===== src/rtl/alaw_link_pkg.sv =====
// Shared constants and FSM encoding for the A-law serial link (serializer and deframer).
`default_nettype none

package alaw_link_pkg;

   localparam int               LINK_DATA_W       = 15;
   localparam int               SYNC_W            = 3;
   localparam logic [SYNC_W-1:0] LINK_SYNC_PATTERN = 3'b101;
   localparam int               FRAME_BITS        = SYNC_W + LINK_DATA_W + 1;

   typedef enum logic [1:0] {
      ST_IDLE   = 2'd0,
      ST_SYNC   = 2'd1,
      ST_DATA   = 2'd2,
      ST_PARITY = 2'd3
   } link_state_e;

endpackage

`default_nettype wire


===== src/rtl/sample_fifo.sv =====
// Small synchronous FIFO; pointers carry an extra wrap bit so full/empty come from a compare.
`default_nettype none

module sample_fifo #(
   parameter int WIDTH = 15,
   parameter int DEPTH = 4
) (
   input  logic             clk,
   input  logic             reset_n,
   input  logic             i_push,
   input  logic [WIDTH-1:0] i_wdata,
   input  logic             i_pop,
   output logic [WIDTH-1:0] o_rdata,
   output logic             o_full,
   output logic             o_empty
);

   localparam int AW = (DEPTH > 1) ? $clog2(DEPTH) : 1;

   logic [WIDTH-1:0] r_mem [DEPTH];
   logic [AW:0]      r_wr_ptr;
   logic [AW:0]      r_rd_ptr;
   logic             w_wr_en;
   logic             w_rd_en;

   assign o_empty = (r_wr_ptr == r_rd_ptr);
   assign o_full  = (r_wr_ptr[AW] != r_rd_ptr[AW]) && (r_wr_ptr[AW-1:0] == r_rd_ptr[AW-1:0]);
   assign o_rdata = r_mem[r_rd_ptr[AW-1:0]];
   assign w_wr_en = i_push && !o_full;
   assign w_rd_en = i_pop && !o_empty;

   always_ff @(posedge clk or negedge reset_n) begin
      if (!reset_n) begin
         r_wr_ptr <= '0;
         r_rd_ptr <= '0;
      end else begin
         if (w_wr_en) r_wr_ptr <= r_wr_ptr + (AW+1)'(1);
         if (w_rd_en) r_rd_ptr <= r_rd_ptr + (AW+1)'(1);
      end
   end

   // Storage needs no reset: entries are only read after being written.
   always_ff @(posedge clk) begin
      if (w_wr_en) r_mem[r_wr_ptr[AW-1:0]] <= i_wdata;
   end

endmodule

`default_nettype wire


===== src/rtl/alaw_frame_serializer.sv =====
// Buffers compressed A-law samples and sends each as sync header + MSB-first data + even parity.
`default_nettype none

module alaw_frame_serializer
   import alaw_link_pkg::*;
#(
   parameter int                DATA_W       = LINK_DATA_W,
   parameter int                FIFO_DEPTH   = 4,
   parameter int                CLKS_PER_BIT = 1,
   parameter logic [SYNC_W-1:0] SYNC_PATTERN = LINK_SYNC_PATTERN
) (
   input  logic              clk,
   input  logic              reset_n,
   input  logic [DATA_W-1:0] compressed_in,
   input  logic              in_valid,
   output logic              in_ready,
   output logic              tx_bit,
   output logic              tx_active,
   output logic              frame_done,
   output logic              overflow
);

   localparam int               TMR_W    = (CLKS_PER_BIT > 1) ? $clog2(CLKS_PER_BIT) : 1;
   localparam int               CNT_W    = $clog2(DATA_W);
   localparam logic [TMR_W-1:0] TMR_LOAD = TMR_W'(CLKS_PER_BIT - 1);

   link_state_e       r_state, w_state_nxt;
   logic [TMR_W-1:0]  r_tmr, w_tmr_nxt;
   logic [CNT_W-1:0]  r_cnt, w_cnt_nxt;
   logic [DATA_W-1:0] r_shift, w_shift_nxt;
   logic              r_parity, w_parity_nxt;
   logic              r_tx_bit, r_tx_active, r_frame_done, r_overflow;

   logic              w_full, w_empty, w_push, w_pop, w_bit_end;
   logic [DATA_W-1:0] w_rdata;
   logic [SYNC_W-1:0] w_sync_sh;
   logic              w_line_bit;

   // Full is sampled before any pop in the same cycle, so a push at full is always dropped.
   assign w_push   = in_valid && !w_full;
   assign in_ready = !w_full;

   sample_fifo #(
      .WIDTH (DATA_W),
      .DEPTH (FIFO_DEPTH)
   ) u_fifo (
      .clk     (clk),
      .reset_n (reset_n),
      .i_push  (w_push),
      .i_wdata (compressed_in),
      .i_pop   (w_pop),
      .o_rdata (w_rdata),
      .o_full  (w_full),
      .o_empty (w_empty)
   );

   assign w_bit_end = (r_tmr == '0);
   assign w_sync_sh = SYNC_PATTERN << r_cnt;

   always_comb begin
      w_state_nxt  = r_state;
      w_tmr_nxt    = r_tmr;
      w_cnt_nxt    = r_cnt;
      w_shift_nxt  = r_shift;
      w_parity_nxt = r_parity;
      w_pop        = 1'b0;
      w_line_bit   = 1'b0;

      if (r_state != ST_IDLE && !w_bit_end) w_tmr_nxt = r_tmr - TMR_W'(1);

      case (r_state)
         ST_IDLE: begin
            if (!w_empty) begin
               w_pop        = 1'b1;
               w_shift_nxt  = w_rdata;
               w_parity_nxt = ^w_rdata;
               w_tmr_nxt    = TMR_LOAD;
               w_cnt_nxt    = '0;
               w_state_nxt  = ST_SYNC;
            end
         end
         ST_SYNC: begin
            w_line_bit = w_sync_sh[SYNC_W-1];
            if (w_bit_end) begin
               w_tmr_nxt = TMR_LOAD;
               if (r_cnt == CNT_W'(SYNC_W - 1)) begin
                  w_cnt_nxt   = '0;
                  w_state_nxt = ST_DATA;
               end else begin
                  w_cnt_nxt = r_cnt + CNT_W'(1);
               end
            end
         end
         ST_DATA: begin
            w_line_bit = r_shift[DATA_W-1];
            if (w_bit_end) begin
               w_tmr_nxt   = TMR_LOAD;
               w_shift_nxt = r_shift << 1;
               if (r_cnt == CNT_W'(DATA_W - 1)) begin
                  w_cnt_nxt   = '0;
                  w_state_nxt = ST_PARITY;
               end else begin
                  w_cnt_nxt = r_cnt + CNT_W'(1);
               end
            end
         end
         ST_PARITY: begin
            w_line_bit = r_parity;
            if (w_bit_end) begin
               // Chain straight into the next frame so the line has no idle gap.
               if (!w_empty) begin
                  w_pop        = 1'b1;
                  w_shift_nxt  = w_rdata;
                  w_parity_nxt = ^w_rdata;
                  w_tmr_nxt    = TMR_LOAD;
                  w_cnt_nxt    = '0;
                  w_state_nxt  = ST_SYNC;
               end else begin
                  w_state_nxt = ST_IDLE;
               end
            end
         end
         default: w_state_nxt = ST_IDLE;
      endcase
   end

   always_ff @(posedge clk or negedge reset_n) begin
      if (!reset_n) begin
         r_state      <= ST_IDLE;
         r_tmr        <= '0;
         r_cnt        <= '0;
         r_shift      <= '0;
         r_parity     <= 1'b0;
         r_tx_bit     <= 1'b0;
         r_tx_active  <= 1'b0;
         r_frame_done <= 1'b0;
         r_overflow   <= 1'b0;
      end else begin
         r_state      <= w_state_nxt;
         r_tmr        <= w_tmr_nxt;
         r_cnt        <= w_cnt_nxt;
         r_shift      <= w_shift_nxt;
         r_parity     <= w_parity_nxt;
         r_tx_bit     <= w_line_bit;
         r_tx_active  <= (r_state != ST_IDLE);
         r_frame_done <= (r_state == ST_PARITY) && w_bit_end;
         if (in_valid && w_full) r_overflow <= 1'b1;
      end
   end

   assign tx_bit     = r_tx_bit;
   assign tx_active  = r_tx_active;
   assign frame_done = r_frame_done;
   assign overflow   = r_overflow;

endmodule

`default_nettype wire


===== config.mk =====
export PLATFORM = sky130hd
export DESIGN_NAME = alaw_frame_serializer
export DESIGN_NICKNAME = d
export VERILOG_FILES = /design/src/rtl/alaw_link_pkg.sv /design/src/rtl/sample_fifo.sv /design/src/rtl/alaw_frame_serializer.sv
export SDC_FILE = /design/constraint.sdc
export NUM_CORES = 1
export LEC_CHECK = 0
export CAP_MARGIN = 0
export CORE_MARGIN = 3
export CORE_UTILIZATION = 59
export DETAILED_ROUTE_END_ITERATION = 6
export PLACE_DENSITY = 0.79
export SLEW_MARGIN = 20
export SYNTH_ARGS = -nofsm -noshare
export SYNTH_HDL_FRONTEND = slang
export SYNTH_SLANG_ARGS = --single-unit
export TNS_END_PERCENT = 10

===== constraint.sdc =====
create_clock -name clk -period 2.3 [get_ports clk]
set_input_delay 0.345 -clock clk [delete_from_list [all_inputs] [get_ports clk]]
set_output_delay 0.345 -clock clk [all_outputs]
set_load 0.05 [all_outputs]

# Yosys cells after proc, flatten, opt, wreduce, memory -nomap -nowiden
# Memory sizes are Yosys's and may differ from the RTL's.
# Cells that the tools add are included.
[totals]
reg_bits = 33
mem_bits_rw = 60
inputBits = 18
elab_cells = 84
mem_count = 1
[op_classes]
add_sub_neg = 4
n_eq_ne = 14
shift = 1
n_mux = 33
n_bitwise = 1
reduce_logical = 19
[mem_list]
columns = ["name", "words", "width", "read_ports", "rd_ports_with_merged_regs", "write_ports", "line", "text"]
rows = [
  ["u_fifo.r_mem", 4, 15, 1, 0, 1, "sample_fifo.sv:20", "logic [WIDTH-1:0] r_mem [DEPTH];"],
]
[op_table]
columns = ["op", "count"]
rows = [
  ["$mux W15", 3],
  ["$pmux W15 S3", 1],
  ["$mux W4", 6],
  ["$pmux W4 S4", 1],
  ["$reduce_xor A15 Y1", 1],
  ["$mux W2", 6],
  ["$ne A2 B2 Y1 const B", 6],
  ["$mux W1", 11],
  ["$pmux W2 S4", 1],
  ["$logic_and A1 B1 Y1", 7],
  ["$add A3 B1 Y3 const B", 2],
  ["$pmux W1 S3", 2],
  ["$reduce_and A3 Y1", 2],
  ["$reduce_and A6 Y1", 1],
  ["$add A4 B1 Y4 const B", 1],
  ["$eq A2 B2 Y1 const B", 2],
  ["$eq A4 B2 Y1 const B", 1],
  ["$eq A4 B4 Y1 const B", 1],
  ["$pmux W1 S2", 2],
  ["$reduce_bool A2 Y1", 2],
  ["$shl A3 B4 Y3 const A", 1],
  ["$eq A3 B3 Y1", 1],
  ["$reduce_bool A3 Y1", 1],
  ["$eq A2 B1 Y1 const B", 1],
  ["8 further kinds", 9],
]

# Logic depth before layout (Yosys ltp)
# Gate-level depths: netlist (run 1).
[depth]
depth_word = 7
depth_mapped = 10
mapped_depth_nobuf = 7

# Hierarchy
# From an unflattened synthesis (run 1), not the netlist that was laid out.
[unflattened]
hier_cells = 271
area_unflattened_um2 = 4185.3
[modules_own_cells]
columns = ["mod", "instances", "cells_each", "area_per_inst_um2", "seq_area_each_um2"]
rows = [
  ["sample_fifo", 1, 127, 2685.1, 1951.9],
  ["alaw_frame_serializer", 1, 144, 1500.2, 675.6],
]

# Worst setup path before layout (run 1)
# Ideal clock, no wire load.
[synth_path]
path_kind = "reg2reg"
startpoint = "register u_fifo.r_rd_ptr[1]"
endpoint = "register u_fifo.r_wr_ptr[2]"
arrival_time_ns = 2.152
required_time_ns = 2.148
path_slack_ns = -0.005
stages_incl_launch_ff = 7
n_path_buf = 2
synth_period_minus_slack_ns = 2.305
cell_sequence = "dfrtp_1 buf_4 buf_2 xnor2_1 nand3_1 and3_1 xor2_1"
[synth_via]
elab_chain_cells = 5
[synth_lines]
columns = ["item", "line", "text"]
rows = [
  ["start: declaration", "sample_fifo.sv:22", "logic [AW:0] r_rd_ptr;"],
  ["start signal: assignment", "sample_fifo.sv:38", "if (w_rd_en) r_rd_ptr <= r_rd_ptr + (AW+1)'(1);"],
  ["$eq A2 B2 Y1 *", "sample_fifo.sv:27", "assign o_full = (r_wr_ptr[AW] != r_rd_ptr[AW]) && (r_wr_ptr[AW-1:0] == r_rd_ptr[AW-1:0]);"],
  ["$logic_and A1 B1 Y1 *", "sample_fifo.sv:27", ""],
  ["$logic_not A1 Y1 *", "-", ""],
  ["named net in_ready", "alaw_frame_serializer.sv:16", "output logic in_ready,"],
  ["$logic_and A1 B1 Y1", "alaw_frame_serializer.sv:40", "assign w_push = in_valid && !w_full;"],
  ["$logic_and A1 B1 Y1 *", "sample_fifo.sv:29", "assign w_wr_en = i_push && !o_full;"],
  ["end signal: assignment", "sample_fifo.sv:37", "if (w_wr_en) r_wr_ptr <= r_wr_ptr + (AW+1)'(1);"],
  ["end: declaration", "sample_fifo.sv:21", "logic [AW:0] r_wr_ptr;"],
]
# Mark *: on every way through the listed nets, which the timed path passes. The rest lies on a longest branch.
# A chain may end at the register's enable or synchronous reset.

# Worst setup path after layout (run 1)
[layout_path]
startpoint = "register u_fifo.r_rd_ptr[0]"
endpoint = "register r_parity"
[layout_via]
elab_chain_cells = 5
word_cells_on_any_way = 6
classes_between = "1 x eq/ne; 3 x mux; 1 x reduce/logical; 1 x memory"
[layout_lines]
columns = ["item", "line", "text"]
rows = [
  ["$mem_v2 Z4 W15", "-", ""],
  ["$reduce_xor A15 Y1", "alaw_frame_serializer.sv:76, alaw_frame_serializer.sv:114", ""],
  ["$mux W1 *", "alaw_frame_serializer.sv:73, alaw_frame_serializer.sv:111", ""],
  ["$mux W1", "alaw_frame_serializer.sv:109", "if (w_bit_end) begin"],
  ["$pmux W1 S2 *", "alaw_frame_serializer.sv:71", "case (r_state)"],
  ["end signal: assignment", "alaw_frame_serializer.sv:143", "r_parity <= w_parity_nxt;"],
  ["end: declaration", "alaw_frame_serializer.sv:31", "logic r_parity, w_parity_nxt;"],
]
# Mark *: on every way between the ends. The rest lies on a longest branch, timed or not. The select of a mux whose other input is x is not followed.

==> impl_metrics.yaml, run 1 <==
global_routing:
  grt_pass1_wl_um: 11600
  grt_max_degree: 34
  grt_usage_pct: 20.1
  grt_antenna_before_repair: 0
  grt_pass1_vias: 2261
  grt.overflow.total: 0
setup_path:
  critPathMaxFanout: 8
  critPathKind: "flip-flop to flip-flop"
  cp_common_cell: "xnor3_1"
  rr_startpoint: "u_fifo.r_rd_ptr[0]"
  crit_buf_inv: 1
  crit_chain: "buf_12 > mux4_1 > xnor3_1 > xnor3_1 > xnor3_1 > o21ai_1"
  reg2reg_slack_ps: 100
  crit_family: "XOR/XNOR gates"
  endpoint_kind: "flip-flop"
  cp-start-kind: "flip-flop"
  arrival_ps: 2490
  critical_path.startpoint: "u_fifo.r_rd_ptr[0]"
  worstPathRequired_ps: 2590
  cp_slowest_cell: "mux4_1"
  max_stage_delay_ps: 610
die:
  die_area_mm2: 0.00794
  dieHeight_um: 89.1
  die-width_um: 89.1
  ioPinCount: 23
  row_count: 29
  coreArea_mm2: 0.00653
  initial_core_util_pct: 62.4
route:
  vias_per_cell: 5.88
  dr_wl_met3_um: 168
  drt-total-wl_um: 6800
  wl_per_cell_um: 18.3
  route.met2.wl_um: 3420
  drtAntennaViolNets: 0
  dr_total_vias: 2182
  drc_errors: 0
  top_layer: "met4"
  firstDrtPassIters: 4
  drtIter0Drc: 124
  wl_met1_um: 3130
yosys:
  synth_ff_type: "edfxtp_1"
  yosysUniqueCellTypes: 44
  syn_area_per_cell_um2: 15.9
  syn_area_mm2: 0.00407
  synthCells: 256
  synth_nets: 286
  synth_edf_count: 60
  ys_seq_elements: 93
  yosysWarnings: 0
  ys_seq_area_share_pct: 64.5
  async_flop_share_pct: 35.5
pwr:
  p_int_w: 0.00455
  p_leak_nw: 1.77
  ir_drop_uv: 719
  combinationalPowerShare_pct: 48.1
  power_density_mw_per_mm2: 1540
  seq_power_share_pct: 36.4
  clkPwrFrac_pct: 15.5
  swShare_pct: 36.2
  power.switching_w: 0.00258
cts:
  post-cts-setup-buffers: 0
  clockRootBuffer: "clkbuf_8"
  cts_sinks: 93
  cts-htree-levels: 3
  clk_latency_ps: 360
  cts_tree: "yes"
  cts_made_buffers: 9
  clk_path_buf_depth: 2
  cts_hold_buf: 0
  clkSlewWorstSetupHoldPaths_ps: 90
  cts_resized: 0
run:
  drv_cap: 0
sta:
  fin_skew_ps: 9.36
  clock.fmax_mhz: 454
  tightest_slew_ps: 833
  min_period_over_period_pct: 95.7
  min_period_ps: 2200
  rsz0062_at_grt: "false"
  setup_tns_ps: 0
  finalSetupViolCount: 0
  slew_headroom_pct: 44.5
  finalHoldViolCount: 0
  maxSlewViolCount: 0
placement:
  io_buffers: 22
  gp_congestion: 0.795
  place_area_mm2: 0.00443
  dp_hpwl_um: 4670
layout:
  fin_area_mm2: 0.00464
  nets: 319
  syn_to_final_growth_pct: 14.0
  drive_gt1_share_pct: 15.0
  antenna_cells: 0
status:
  status: "complete, no violations"
worst_hold_path:
  hold_path_class: "input port to async pin"
layout make-up:
| cell class | count | area, um^2 |
|---|---|---|
| clock buffers | 9 | 124 |
| clock inverters | 7 | 80.1 |
| fillers | 427 | 1890 |
| inverters | 7 | 26.3 |
| multi-input cells | 146 | 1360 |
| flip-flops and latches | 93 | 2630 |
| well taps | 77 | 96.3 |
| repair buffers | 32 | 330 |
flip-flops by register name (all words and copies together) (netlist names), 2 cells and up:
| name | cells |
|---|---|
| u_fifo.r_mem | 60 |
| r_shift | 15 |
| r_cnt | 4 |
| u_fifo.r_rd_ptr | 3 |
| u_fifo.r_wr_ptr | 3 |
| r_state | 2 |
synth_stat cells (all sizes together) (2+ instances only):
cell	count	area share [%]
edfxtp	60	44
dfrtp	33	20
nand2	25	2.3
o21ai	23	2.8
mux4	15	8.8
mux2i	14	3.4
ha	12	3.7
xnor2	12	3.1
buf	8	1.7
inv	7	0.65
nand3	5	0.61
xor2	5	1.1
and3	4	0.61
a21oi	3	0.37
nor2	3	0.28
xnor3	3	1.7
clkbuf	2	0.18
nor3	2	0.25
o31ai	2	0.37
final timing paths:
check | cells past startpoint | end
max in group asynchronous | 2 | u_fifo.r_rd_ptr[0]
max | 6 | r_parity
min in group clk | 1 | overflow
max reg2reg | 6 | r_parity
min | 2 | r_state[0]
min reg2reg | 1 | overflow
cell usage in the layout (no fill, tap or decap), drive strengths merged, types with 12 or more instances in the layout:
| master | count |
|---|---|
| clkdlybuf4s50 | 21 |
| dfrtp | 33 |
| edfxtp | 60 |
| ha | 12 |
| mux2i | 14 |
| mux4 | 15 |
| nand2 | 25 |
| o21ai | 23 |
| xnor2 | 12 |
per-stage QoR:
step           hold slack (ps)  total power (W)  setup slack, ps  cells  utilization (%)
2_1_floorplan             49.4          0.00524             55.7    256                -
3_3_place_gp               463          0.00595              146    355             67.8
3_5_place_dp               467          0.00607             74.9    355             67.8
4_1_cts                    391          0.00718             71.1    371             70.9
5_1_grt                    420          0.00762             9.97    371             71.1
6_report                   386          0.00713             98.7    371             71.1
routing by layer:
| metal | up-vias | global-route usage, % |
|---|---|---|
| li1 | 1035 | - |
| met2 | 30 | 31.1 |
| met4 | 0 | 6.90 |
| met3 | 7 | 4.98 |
| met1 | 1110 | 28.3 |
| met5 | - | 0 |
cells by family after synthesis:
group	synth area share, %
XOR/XNOR	5.87
AO/OA/AOI/OAI	5.47
buffers and inverters	2.49
adder cells (fa/ha/maj)	3.69
AND/OR/NAND/NOR	5.50
flip-flops	64.5
multiplexers	12.5
power groups by stage:
stage               logic (W)  registers [W]  clock network, W
finish                0.00343        0.00259           0.00111
global route          0.00376        0.00265           0.00122
CTS                   0.00345        0.00260           0.00114
detailed placement    0.00344        0.00263                 0
global placement      0.00334        0.00261                 0
floorplan             0.00259        0.00265                 0
No activity file was read; power rests on OpenSTA's default activity.
==> run 2: changes to the inputs <==
Settings changed: CTS_CLUSTER_DIAMETER set to 50, PLACE_DENSITY 0.79 to 0.8.
==> run 2 against run 1 <==
  * Critical path depth is the same
  * Fmax grew 2.0%
  * Wire length grew 4.8%
  * Register-to-register slack gained 40 ps
  * Cell area shrank 0.32%
  * Combinational power grew 2%
  * First-iteration DRC count shrank 22%
  * Setup slack gained 42 ps
  * Critical endpoint unchanged
  * Largest power group unchanged
==> impl_metrics.yaml, run 2 (same netlist as run 1, synthesis figures left out) <==
status:
  status: "complete, no violations"
sta:
  min_period_ps: 2160
  setup_tns_ps: 0
  slew_headroom_pct: 66.0
  rsz0062_at_grt: "true"
  tightest_slew_ps: 509
  fin_skew_ps: 10.3
  maxSlewViolCount: 0
  finalSetupViolCount: 0
  finalHoldViolCount: 0
  clock.fmax_mhz: 463
  min_period_over_period_pct: 93.9
  whs_ps: 396
placement:
  gp_congestion: 0.821
  dp_hpwl_um: 4660
  place_area_mm2: 0.00444
  dpl.cell_count: 357
  io_buffers: 22
layout:
  nets: 321
  syn_to_final_growth_pct: 13.6
  fin_area_mm2: 0.00463
  final_common_cell: "edfxtp_1"
  finalNonFillerCells: 373
  layout_common_cells: "edfxtp_1, dfrtp_1, nand2_1"
  multi_input_area_mm2: 0.00135
  largest_reg_flops: 60
  seq_area_mm2: 0.00263
  antenna_cells: 0
  drive_gt1_share_pct: 17.2
  fillCellCount: 426
cts:
  clk_latency_ps: 360
  clkSlewWorstSetupHoldPaths_ps: 100
  clk_path_buf_depth: 2
  cts_sinks: 93
  cts_hold_buf: 0
  clockRootBuffer: "clkbuf_8"
  post-cts-setup-buffers: 0
  cts_made_buffers: 9
  cts_tree: "yes"
  cts-htree-levels: 3
setup_path:
  arrival_ps: 2440
  endpoint_kind: "flip-flop"
  worstPathRequired_ps: 2580
  crit_chain: "buf_12 > mux4_2 > xnor3_1 > xnor3_1 > xnor3_1 > o21ai_1"
  crit_buf_inv: 1
  max_stage_delay_ps: 530
  cp-start-kind: "flip-flop"
  crit_family: "XOR/XNOR gates"
  cp_slowest_cell: "mux4_2"
  cp_common_cell: "xnor3_1"
  critPathKind: "flip-flop to flip-flop"
  critPathMaxFanout: 15
global_routing:
  grt_usage_pct: 21.0
  grt_pass1_wl_um: 12100
  grt_antenna_before_repair: 0
  grt_max_degree: 34
  grt_pass1_vias: 2364
  grt.overflow.total: 0
pwr:
  ir_drop_uv: 697
  p_leak_nw: 1.76
  power_density_mw_per_mm2: 1540
die:
  die_area_mm2: 0.00794
  row_count: 29
  initial_core_util_pct: 62.4
  dieHeight_um: 89.1
  coreArea_mm2: 0.00653
  ioPinCount: 23
  die-width_um: 89.1
route:
  dr_wl_met3_um: 343
  drtAntennaViolNets: 0
  top_layer: "met4"
  wl_per_cell_um: 19.1
  drtIter0Drc: 97
  route.met2.wl_um: 3510
  wl_met1_um: 3180
  drt-total-wl_um: 7130
  drc_errors: 0
  vias_per_cell: 5.96
  dr_total_vias: 2223
  firstDrtPassIters: 4
worst_hold_path:
  hold_path_class: "input port to async pin"
run:
  drv_cap: 0
==> run 2: worst paths after layout <==
kind | from | slack, ps | end | cells after the start
worst max-delay path | u_fifo.r_rd_ptr[0] | 140 | r_parity | 6
worst min-delay path | reset_n | 400 | r_shift[4] | 2
worst max register to register | u_fifo.r_rd_ptr[0] | 140 | r_parity | 6
worst min register to register | overflow | 490 | overflow | 1
max in group asynchronous | reset_n | 1590 | r_shift[11] | 2
min in group clk | overflow | 490 | overflow | 1
==> run 2: worst register-to-register path, stage by stage (launching register included) <==
cell and delay (ps):
dfrtp_1 410, buf_12 190, mux4_2 540, xnor3_1 380
xnor3_1 220, xnor3_1 220, o21ai_1 120
==> run 2: area by class of cell <==
cell class	instances	share of cell area, %
clock buffers	9	2.68
clock inverters	7	1.33
inverters	7	0.568
multi-input cells	146	29.1
flip-flops and latches	93	56.8
well taps	77	2.08
repair buffers	34	7.46
==> run 2: power breakdown <==
group	internal (W)	switching (W)	leakage (nW)
clock	0.000420	0.000612	0.0965
sequential	0.00234	0.000253	0.952
combinational	0.00172	0.00179	0.713
==> run 2: through the flow <==
step / power, W / setup WS [ps] / utilization, %
global placement: 0.00594 / 134 / 68.0
finish: 0.00713 / 141 / 70.8
floorplan: 0.00524 / 55.7 / -
global route: 0.00766 / -0.255 / 70.8
CTS: 0.00711 / 46.0 / 70.8
detailed placement: 0.00608 / 72.3 / 68.0
==> run 2: timing repair <==
action / 4_1_cts / 5_1_grt
gates resized for setup: 0 / 8
hold endpoints to repair: 0 / 0
setup endpoints to repair: 0 / 2
==> run 2: layer usage <==
metal  up-vias  GRT usage [%]
met5         -              0
met4         0           8.80
met3         9           4.70
met2        55           33.5
met1      1122           28.3
li1       1037              -
==> run 3: changes to the inputs <==
Settings changed: CORE_UTILIZATION 59 to 53, PLACE_DENSITY 0.8 to 0.76.
Clock period 2.3 ns to 1.8 ns, I/O delays scaled along.
==> run 3 against run 2 <==
  * Power up 44%
  * Via count up 4.7%
  * Count of clock-buffer cells in the layout unchanged
  * Sequential power up 27%
  * The flow now finishes with violations (setup timing)
  * Highest routed layer unchanged
  * Global-route usage down 1.7 points
  * Wire length up 6.3%
  * Final cell count up 14%
==> impl_metrics.yaml, run 3 (same netlist as run 1, synthesis figures left out) <==
cts:
  cts_sinks: 93
  cts_hold_buf: 0
  clkSlewWorstSetupHoldPaths_ps: 100
  cts_tree: "yes"
  clockRootBuffer: "clkbuf_8"
  clk_latency_ps: 360
  cts-htree-levels: 3
  clk_path_buf_depth: 2
  cts_made_buffers: 9
setup_path:
  cp.depth: 7
  r2r_end: "r_parity"
  crit_family: "XOR/XNOR gates"
  cp_slowest_cell: "mux4_2"
  worstRegToRegCells: 7
  crit_buf_inv: 2
  rr_startpoint: "u_fifo.r_rd_ptr[0]"
  worstPathRequired_ps: 2090
  reg2reg_slack_ps: -400
  endpoint_kind: "flip-flop"
  max_stage_delay_ps: 540
  cp-endpoint: "r_parity"
  critPathMaxFanout: 7
  critical_path.startpoint: "u_fifo.r_rd_ptr[0]"
  arrival_ps: 2490
  crit_chain: "buf_12 > buf_4 > mux4_2 > xnor2_2 > xnor2_1 > xnor3_1 > o21ai_2"
  cp-start-kind: "flip-flop"
  critPathKind: "flip-flop to flip-flop"
pwr:
  p_int_w: 0.00645
  power.switching_w: 0.00379
  totalPowerFinal_w: 0.0102
  p_leak_nw: 2.00
  power_density_mw_per_mm2: 2030
  swShare_pct: 37.0
  combinationalPowerShare_pct: 55.0
  ir_drop_uv: 1230
  seq_power_share_pct: 32.2
  clkPwrFrac_pct: 12.8
status:
  status: "finished with violations"
  violations: "setup timing"
global_routing:
  grt_usage_pct: 19.3
  grt_max_degree: 34
  grt_pass1_vias: 2449
  grt.overflow.total: 0
  grt_antenna_before_repair: 0
  grt_pass1_wl_um: 12500
route:
  drtAntennaViolNets: 0
  wl_per_cell_um: 17.9
  vias_per_cell: 5.49
  firstDrtPassIters: 4
  drc_errors: 0
  dr_total_vias: 2328
  drt-total-wl_um: 7580
  drtIter0Drc: 102
die:
  die-width_um: 93.7
  initial_core_util_pct: 55.3
  row_count: 31
  dieHeight_um: 93.7
  ioPinCount: 23
  die_area_mm2: 0.00877
  coreArea_mm2: 0.00737
sta:
  tightest_slew_ps: 509
  min_period_ps: 2200
  rsz0062_at_grt: "true"
  whs_ps: 317
  fin_ws_ps: -399
  finalHoldViolCount: 0
  fin_skew_ps: 6.64
  maxSlewViolCount: 0
  min_period_over_period_pct: 122
  slew_headroom_pct: 66.0
  clock.fmax_mhz: 455
  finalSetupViolCount: 16
layout:
  antenna_cells: 0
  fillCellCount: 493
  fin_area_mm2: 0.00504
  syn_to_final_growth_pct: 23.8
  nets: 350
  seq_area_mm2: 0.00263
  final_common_cell: "edfxtp_1"
  finalNonFillerCells: 424
  multi_input_area_mm2: 0.00145
  largest_reg_flops: 60
  drive_gt1_share_pct: 28.0
  layout_common_cells: "edfxtp_1, buf_4, dfrtp_1"
worst_hold_path:
  hold_path_class: "input port to async pin"
placement:
  place_area_mm2: 0.00474
  post-place-ws_ps: -389
  dpl.cell_count: 407
  gp_congestion: 0.825
  io_buffers: 22
  dp_hpwl_um: 4920
run:
  drv_cap: 0
## run 3: cell count changes in the layout (fill, tap and decap cells not counted), sizes merged
cell	previous run	this run
buf	13	42
clkdlybuf4s50	21	17
dlymetal6s2s	0	3
clkbuf	9	10
## run 3: metal layers
metal	global-route usage [%]	routed length, um	vias to the layer above
li1	-	-	1097
met1	24.0	3160	1173
met2	33.5	4060	47
met3	4.33	212	11
met4	6.62	144	0
met5	0	0	-
## run 3: worst min-delay path by stage
stage | start | cells after the start | end | slack (ps)
6_report | reset_n | 2 | tx_bit | 320
5_1_grt | reset_n | 2 | r_state[0] | 340
4_1_cts | reset_n | 2 | tx_bit | 330
3_5_place_dp | r_shift[9] | 2 | r_shift[9] | 470
3_3_place_gp | r_shift[9] | 2 | r_shift[9] | 460
2_1_floorplan | reset_n | 0 | frame_done | -30
## run 3: timing repair
action	in CTS	in global routing
cloned	0	1
endpoints found under the setup margin	22	28
buffers inserted	0	0
pin swaps	1	2
resized for setup	12	10
## run 3: metrics by stage
stage | TNS [ps] | util [%]
after floorplan | -8650 | -
final | -945 | 68.4
after global routing | -3060 | 68.4
after detailed placement | -1780 | 64.3
after global placement | -1130 | 64.3
after CTS | -737 | 67.7
## run 3: power by group through the flow
| stage | clock [W] | sequential, W | combinational [W] |
|---|---|---|---|
| floorplan | 0 | 0.00339 | 0.00339 |
| global placement | 0 | 0.00329 | 0.00498 |
| detailed placement | 0 | 0.00332 | 0.00510 |
| CTS | 0.00135 | 0.00328 | 0.00539 |
| global route | 0.00147 | 0.00335 | 0.00604 |
| finish | 0.00131 | 0.00329 | 0.00563 |
## run 3: area by class of cell
cell class	instances	area share [%]
clock inverters	7	1.22
repair buffers	63	12.5
flip-flops and latches	93	52.1
inverters	7	0.521
well taps	99	2.46
clock buffers	9	2.46
multi-input cells	146	28.7
